**config.mk**
```make
export PLATFORM = sky130hd
export DESIGN_NAME = spi_master
export DESIGN_NICKNAME = d
export VERILOG_FILES = /design/src/rtl/spi_master_pkg.sv /design/src/rtl/spi_master_clk_div.sv /design/src/rtl/spi_master.sv
export SDC_FILE = /design/constraint.sdc
export NUM_CORES = 1
export LEC_CHECK = 0
export CELL_PAD_IN_SITES_DETAIL_PLACEMENT = 1
export CELL_PAD_IN_SITES_GLOBAL_PLACEMENT = 1
export CORE_ASPECT_RATIO = 2
export CORE_MARGIN = 3
export CORE_UTILIZATION = 45
export DETAILED_ROUTE_END_ITERATION = 8
export PLACE_DENSITY_LB_ADDON = 0.1
export SLEW_MARGIN = 20
export SYNTH_ARGS = -nofsm -noshare
export SYNTH_HDL_FRONTEND = slang
export SYNTH_HIERARCHICAL = 1
export SYNTH_SLANG_ARGS = --single-unit
```
**constraint.sdc**
```tcl
create_clock -name clk -period 6 [get_ports clk]
set_input_delay 1.2 -clock clk [delete_from_list [all_inputs] [get_ports clk]]
set_output_delay 1.2 -clock clk [all_outputs]
set_load 0.01 [all_outputs]
```
**src/rtl/spi_master_pkg.sv**
```systemverilog
// ============================================================================
// Module      : spi_master_pkg
// Description : Shared types and register-field positions for the SPI master.
// Revision    : 1.0 - initial release
// ============================================================================
`default_nettype none

package spi_master_pkg;

    localparam int c_MAX_DATA_WIDTH = 32;

    typedef enum logic [0:0] {
        IDLE = 1'b0,
        XFER = 1'b1
    } spi_state_t;

    // Setup register field positions (GPMC-mapped register file)
    localparam int c_SETUP_RST_BIT   = 0;
    localparam int c_SETUP_START_BIT = 1;
    localparam int c_SETUP_CPOL_BIT  = 2;
    localparam int c_SETUP_CPHA_BIT  = 3;
    localparam int c_SETUP_CS_BIT    = 4;
    localparam int c_SETUP_BPW_LSB   = 5;
    localparam int c_SETUP_BPW_MSB   = 9;
    localparam int c_SETUP_DIV_LSB   = 10;
    localparam int c_SETUP_DIV_MSB   = 15;

    // Status register field positions
    localparam int c_STATUS_BUSY_BIT     = 0;
    localparam int c_STATUS_NEW_DATA_BIT = 1;

endpackage

`default_nettype wire

```
**src/rtl/spi_master_clk_div.sv**
```systemverilog
// ============================================================================
// Module      : spi_clk_div
// Description : SCK half-period counter producing phase and edge strobes.
// Revision    : 1.0 - initial release
// ============================================================================
`default_nettype none

module spi_clk_div (
    input  logic       clk,
    input  logic       rst,
    input  logic       i_en,
    input  logic [5:0] i_div,
    output logic       o_lead_edge,
    output logic       o_trail_edge,
    output logic       o_phase
);

    logic [5:0] r_cnt;
    logic       r_phase;
    logic       w_tick;

    // A tick marks the last cycle of a half-period; the phase flips on it.
    assign w_tick = i_en && (r_cnt == i_div);

    always_ff @(posedge clk) begin
        if (rst || !i_en) begin
            r_cnt   <= 6'd0;
            r_phase <= 1'b0;
        end else if (w_tick) begin
            r_cnt   <= 6'd0;
            r_phase <= ~r_phase;
        end else begin
            r_cnt   <= r_cnt + 6'd1;
        end
    end

    assign o_lead_edge  = w_tick & ~r_phase;
    assign o_trail_edge = w_tick &  r_phase;
    assign o_phase      = r_phase;

endmodule

`default_nettype wire

```
**src/rtl/spi_master.sv**
```systemverilog
// ============================================================================
// Module      : spi_master
// Description : Single-word SPI master, 1..32 bits, all CPOL/CPHA modes.
// Revision    : 1.0 - initial release
// ============================================================================
`default_nettype none

module spi_master
    import spi_master_pkg::*;
#(
    parameter int MAX_DATA_WIDTH = c_MAX_DATA_WIDTH
) (
    input  logic                      clk,
    input  logic                      rst,
    input  logic                      start,
    input  logic                      cpol,
    input  logic                      cpha,
    input  logic [4:0]                bits_per_word,
    input  logic [5:0]                div,
    input  logic [MAX_DATA_WIDTH-1:0] data_in,
    output logic [MAX_DATA_WIDTH-1:0] data_out,
    input  logic                      miso,
    output logic                      mosi,
    output logic                      sck,
    output logic                      busy,
    output logic                      new_data
);

    localparam int c_SHW = $clog2(MAX_DATA_WIDTH + 1);

    spi_state_t                r_state;
    logic                      r_start_q;
    logic                      r_cpol;
    logic                      r_cpha;
    logic [4:0]                r_bpw;
    logic [5:0]                r_div;
    logic [MAX_DATA_WIDTH-1:0] r_tx;
    logic [MAX_DATA_WIDTH-1:0] r_rx;
    logic [MAX_DATA_WIDTH-1:0] r_data_out;
    logic [5:0]                r_half_cnt;
    logic                      r_busy;
    logic                      r_new_data;
    logic                      r_mosi;

    logic                      w_start_evt;
    logic                      w_en;
    logic                      w_lead;
    logic                      w_trail;
    logic                      w_phase;
    logic                      w_last;
    logic [c_SHW-1:0]          w_shamt;
    logic [MAX_DATA_WIDTH-1:0] w_tx_aligned;
    logic [MAX_DATA_WIDTH-1:0] w_rx_shift;
    logic [MAX_DATA_WIDTH-1:0] w_rx_final;

    assign w_start_evt = start & ~r_start_q;
    assign w_en        = (r_state == XFER);

    // TX word is left-aligned so the current bit always sits at the top.
    assign w_shamt      = c_SHW'(MAX_DATA_WIDTH - 1) - c_SHW'(bits_per_word);
    assign w_tx_aligned = data_in << w_shamt;

    assign w_rx_shift = {r_rx[MAX_DATA_WIDTH-2:0], miso};
    // With CPHA=1 the final sample lands on the very edge that completes.
    assign w_rx_final = r_cpha ? w_rx_shift : r_rx;
    assign w_last     = w_trail && (r_half_cnt == {r_bpw, 1'b1});

    spi_clk_div u_clk_div (
        .clk          (clk),
        .rst          (rst),
        .i_en         (w_en),
        .i_div        (r_div),
        .o_lead_edge  (w_lead),
        .o_trail_edge (w_trail),
        .o_phase      (w_phase)
    );

    always_ff @(posedge clk) begin
        if (rst) begin
            r_state    <= IDLE;
            r_start_q  <= 1'b0;
            r_cpol     <= 1'b0;
            r_cpha     <= 1'b0;
            r_bpw      <= 5'd0;
            r_div      <= 6'd0;
            r_tx       <= '0;
            r_rx       <= '0;
            r_data_out <= '0;
            r_half_cnt <= 6'd0;
            r_busy     <= 1'b0;
            r_new_data <= 1'b0;
            r_mosi     <= 1'b0;
        end else begin
            r_start_q <= start;
            case (r_state)
                IDLE: begin
                    if (w_start_evt) begin
                        r_state    <= XFER;
                        r_cpol     <= cpol;
                        r_cpha     <= cpha;
                        r_bpw      <= bits_per_word;
                        r_div      <= div;
                        r_tx       <= w_tx_aligned;
                        r_rx       <= '0;
                        r_half_cnt <= 6'd0;
                        r_busy     <= 1'b1;
                        r_new_data <= 1'b0;
                        r_mosi     <= cpha ? 1'b0 : w_tx_aligned[MAX_DATA_WIDTH-1];
                    end
                end
                XFER: begin
                    if (w_lead) begin
                        if (r_cpha) begin
                            r_mosi <= r_tx[MAX_DATA_WIDTH-1];
                            r_tx   <= {r_tx[MAX_DATA_WIDTH-2:0], 1'b0};
                        end else begin
                            r_rx   <= w_rx_shift;
                        end
                    end
                    if (w_trail) begin
                        if (r_cpha) begin
                            r_rx   <= w_rx_shift;
                        end else begin
                            r_mosi <= r_tx[MAX_DATA_WIDTH-2];
                            r_tx   <= {r_tx[MAX_DATA_WIDTH-2:0], 1'b0};
                        end
                    end
                    if (w_lead || w_trail) begin
                        r_half_cnt <= r_half_cnt + 6'd1;
                    end
                    if (w_last) begin
                        r_state    <= IDLE;
                        r_data_out <= w_rx_final;
                        r_new_data <= 1'b1;
                        r_busy     <= 1'b0;
                        r_mosi     <= 1'b0;
                    end
                end
                default: r_state <= IDLE;
            endcase
        end
    end

    assign sck      = (w_en ? r_cpol : cpol) ^ w_phase;
    assign mosi     = r_mosi;
    assign busy     = r_busy;
    assign new_data = r_new_data;
    assign data_out = r_data_out;

endmodule

`default_nettype wire

```
Word level (Yosys, flattened, before mapping)
Cells that the tools add are included.

operators by class
  shift operators = 1
  eq/ne operators = 5
  muxes and demuxes = 34
  bitwise gates (word level) = 7
  $add $sub $neg = 3
  reduce and logical (&&, ||, !) cells = 10

operators by type and width
  kind                                              count
  2-to-1 mux 32 bit                                 11
  case mux 32 bit (2 select lines)                  2
  << shifter 32 x 6 -> 32 bit                       1
  2-to-1 mux 1 bit                                  14
  adder 6 x 1 -> 6 bit (second input constant)      2
  == test 6 bit                                     2
  2-to-1 mux 6 bit                                  2
  case mux 6 bit (2 select lines)                   1
  case mux 1 bit (2 select lines)                   4
  AND reduction 2 bit                               4
  subtractor 5 x 5 -> 6 bit (first input constant)  1
  != test 2 x 1 -> 1 bit (second input constant)    2
  AND 1 bit                                         3
  inverter 1 bit                                    3
  logical AND 1 bit                                 2
  logical OR 1 bit                                  2
  != test 2 bit (second input constant)             1
  OR reduction 2 bit                                1
  zero test 1 bit                                   1
  bitwise XOR 1 bit                                 1

word-level totals
  bits in registers = 127
  word-level logic and storage cells = 75
  output and inout port bits = 36
  input bits = 49

Depth between registers and ports, before layout
  word-level depth = 8
  mapped depth = 10
  gate-level depth less buffers = 8

By module
The synthesis kept the hierarchy.

modules (own cells, without submodules)
  module       instances  cells an instance  area each (um2)
  spi_master   1          811                7,061.8
  spi_clk_div  1          38                 355.3

Worst setup path after synthesis
Ideal clock, no wire load.

  path kind = input-to-output
  start point = input cpol
  end point = output sck
  stages on the path = 2
  required time = 4,800 ps
  arrival time = 1,520 ps
  setup slack = 3,280 ps
  buffers on the path = 0
  cell sequence = mux2i_1 > xnor2_1

between the ends
  longest elaborated chain between the ends = 2

RTL lines
  item               line               source
  start, declared    spi_master.sv:16   input logic cpol,
  2-to-1 mux 1 bit   spi_master.sv:144  assign sck = (w_en ? r_cpol : cpol) ^ w_phase;
  bitwise XOR 1 bit  spi_master.sv:144
  end, declared      spi_master.sv:24   output logic sck,

No other way between the ends.

Final worst setup path
Ends and elaborated chain as after synthesis.

==> out/metrics.yaml <==
instances_no_fill: 1110
cp_common_cell: "clkdlybuf4s50_1"
async_reset_ff_share_pct: 0
tightestPinTransition_ns: 0.934
fmax_mhz: 271
crit_fanout: 2
power_w: 0.00225
crit_path_top_delay_cell: "clkdlybuf4s50_1"
grt_use_total_pct: 25.4
cp-start-kind: "input port"
hp-class: "reg -> reg"
dieArea_mm2: 0.0182
synth_area_mm2: 0.00742
worstHoldEndpoint: "r_tx[6]$_SDFFE_PP0P_"
drc: 0
antenna_found_initial: 0
skew_ns: 0.00636
synth_seq_area_share_pct: 34.3
dr.pass1.iters: 4
dp_cells: 1078
hold_depth: 2
cts.htree.levels: 4
end_kind: "output pin"
maxCapViolCount: 0
power.density_mw_per_mm2: 255
path_cells: "clkdlybuf4s50_1 -> mux2i_1 -> xnor2_1 -> clkdlybuf4s50_1"
area_delta_synth_final_pct: 19.2
rrSetupSlack_ns: 2.70
synthCells: 849
ir_worst_vdd_mv: 0.132
max_stage_delay_ns: 0.56
crit_arrival_ns: 2.50
hpwl_mm: 17.2
syn_avg_cell_area_um2: 8.74
r2r-start: "r_state$_SDFF_PP0_"
root_buffer: "clkbuf_16"
required_ns: 4.80
clk_path_buf_depth: 2
setup_ws_ns: 2.30
io_pins: 85
cts.sinks: 127
cts-buffers-inserted: 17
core_area_mm2: 0.0159
synth_cell_types: 58
ctsHoldBuffers: 0
slew_violations: 0
worstReg2RegEnd: "r_tx[19]$_SDFFE_PP0P_"
drtAntennaViolNets: 0
drive_above_1_share_pct: 12.5
p_leak_nw: 3.09
die_w_um: 96.8
start_util_pct: 46.5
clk_pin_slew_ns: 0.06
hold_violations: 0
via_per_inst: 6.04
die_h_um: 188
syn-num-nets: 900
rows: 65
io_buffers: 84
fillers: 1857
wl_mm: 23.1
place.gp.congestion: 0.934
grt_pass1_wl_mm: 37.3
nets: 947
holdWs_ns: 0.466
diodes: 0
fin_setup_tns_ns: 0
synth_edf_count: 0
synth_largest_area_cell: "dfxtp_1"
setup_viol: 0
vias: 6707
synth_flop_cell: "dfxtp_1"
grt_max_degree: 74
cts.repair.resized: 0
ys_warn_count: 6
slew_headroom_pct: 37.7
status: "finished, final reports clean"
cts_tree: "done"
grt_overflow: 0
synth_seq_cells: 127
rsz0062_at_grt: "false"
r2r_cells: 9
path_class: "in -> out"
period_share_pct: 61.6
preCtsSetupSlack_ns: 2.31
ys_top_cells_by_area: "dfxtp_1 34%, mux4_2 10%, mux2i_1 9.9%"
clkLatencyLatePin_ns: 0.41
worstHoldStart: "r_tx[6]$_SDFFE_PP0P_"
wl_per_cell_um: 20.8
synth_top_area_share_pct: 34.3
first_global_vias: 7218
post-cts-setup-buffer-count: 0
drt_iter0_drc: 178
min_period_ns: 3.70
## logic make-up after synthesis
| kind of cell | share of synthesized area, % |
|---|---|
| DFF | 34.3 |
| buffers and inverters | 5.04 |
| AOI/OAI and AO/OA | 17.2 |
| adders and majority gates | 0.337 |
| xor gates and xnor gates | 1.89 |
| muxes | 22.5 |
| and+or+nand+nor | 18.7 |
## cell type report
cell class	instances	area, µm²	share of cell area, %
Tap cell	201	251	2.85
Inverter	9	33.8	0.382
Multi-Input combinational cell	645	4510	51.0
Timing Repair Buffer	96	913	10.3
Clock inverter	13	139	1.57
Clock buffer	19	453	5.12
Sequential cell	127	2540	28.8
## how the worst max path moves through the flow
stage,from,endpoint,slack (ns)
2_1_floorplan,cpol,sck,3.28
3_3_place_gp,cpol,sck,2.30
3_5_place_dp,cpol,sck,2.31
4_1_cts,cpol,sck,2.31
5_1_grt,cpol,sck,2.27
6_report,cpol,sck,2.30
## metal layers
layer | global-route usage [%] | wire length, µm | part of all wire, % | vias to the layer above
met2 | 50.6 | 13100 | 57 | 167
met4 | 17.1 | 1520 | 6.6 | 0
met5 | 0 | 0 | 0 | -
met3 | 3.24 | 607 | 2.6 | 74
li1 | - | - | - | 3191
met1 | 22.8 | 7780 | 34 | 3275
## through the flow
step / utilization (%) / area, µm²
6_report: 55.5 / 8840
5_1_grt: 55.5 / 8840
4_1_cts: 55.4 / 8840
3_5_place_dp: 51.7 / 8240
3_3_place_gp: 51.7 / 8240
2_1_floorplan: - / 7420
## layout by cell type (no fill, tap or decap), types with 7 or more instances in the layout
master / Yosys / layout
a211oi_1: 38 / 38
clkbuf_16: 0 / 17
mux4_2: 34 / 34
nand2b_1: 10 / 10
nor2b_1: 8 / 8
nor2_1: 112 / 112
xnor2_1: 10 / 10
inv_1: 7 / 7
o211ai_1: 17 / 17
nand3_1: 45 / 45
dfxtp_1: 127 / 126
mux2_2: 10 / 10
buf_4: 8 / 13
nand2_1: 112 / 112
clkdlybuf4s50_1: 0 / 80
mux2i_1: 73 / 73
a31oi_1: 15 / 15
nor3_1: 8 / 8
a21oi_1: 68 / 68
## where the power goes
group,switching [W],leakage [nW],internal (W)
Combinational,0.000206,1.77,0.000144
Clock,0.000390,0.289,0.000634
Sequential,0.0000166,1.03,0.000864
Total,0.000612,3.09,0.00164
## synthesized netlist by cell type (10+ instances only)
master	count
mux2i_1	73
mux2_2	10
xnor2_1	10
nand2b_1	10
nand3_1	45
mux4_2	34
clkbuf_1	29
dfxtp_1	127
nand2_1	112
a211oi_1	38
nor2_1	112
a31oi_1	15
a21oi_1	68
o211ai_1	17
buf_2	20
## flip-flops by register name, summed over array words and instances (netlist names)
name               flops
mosi                   1
r_start_q              1
r_div                  6
r_half_cnt             6
r_cpol                 1
data_out              32
r_state                1
u_clk_div/o_phase      1
busy                   1
r_tx                  32
r_rx                  32
u_clk_div/r_cnt        6
new_data               1
r_bpw                  5
r_cpha                 1
## worst max-delay path, delay by kind of cell
family                    cells  cell delay, ns
muxes                         1            0.16
xor gates and xnor gates      1            0.14
buffers and inverters         2            0.99
No activity file was read; power rests on OpenSTA's default activity.
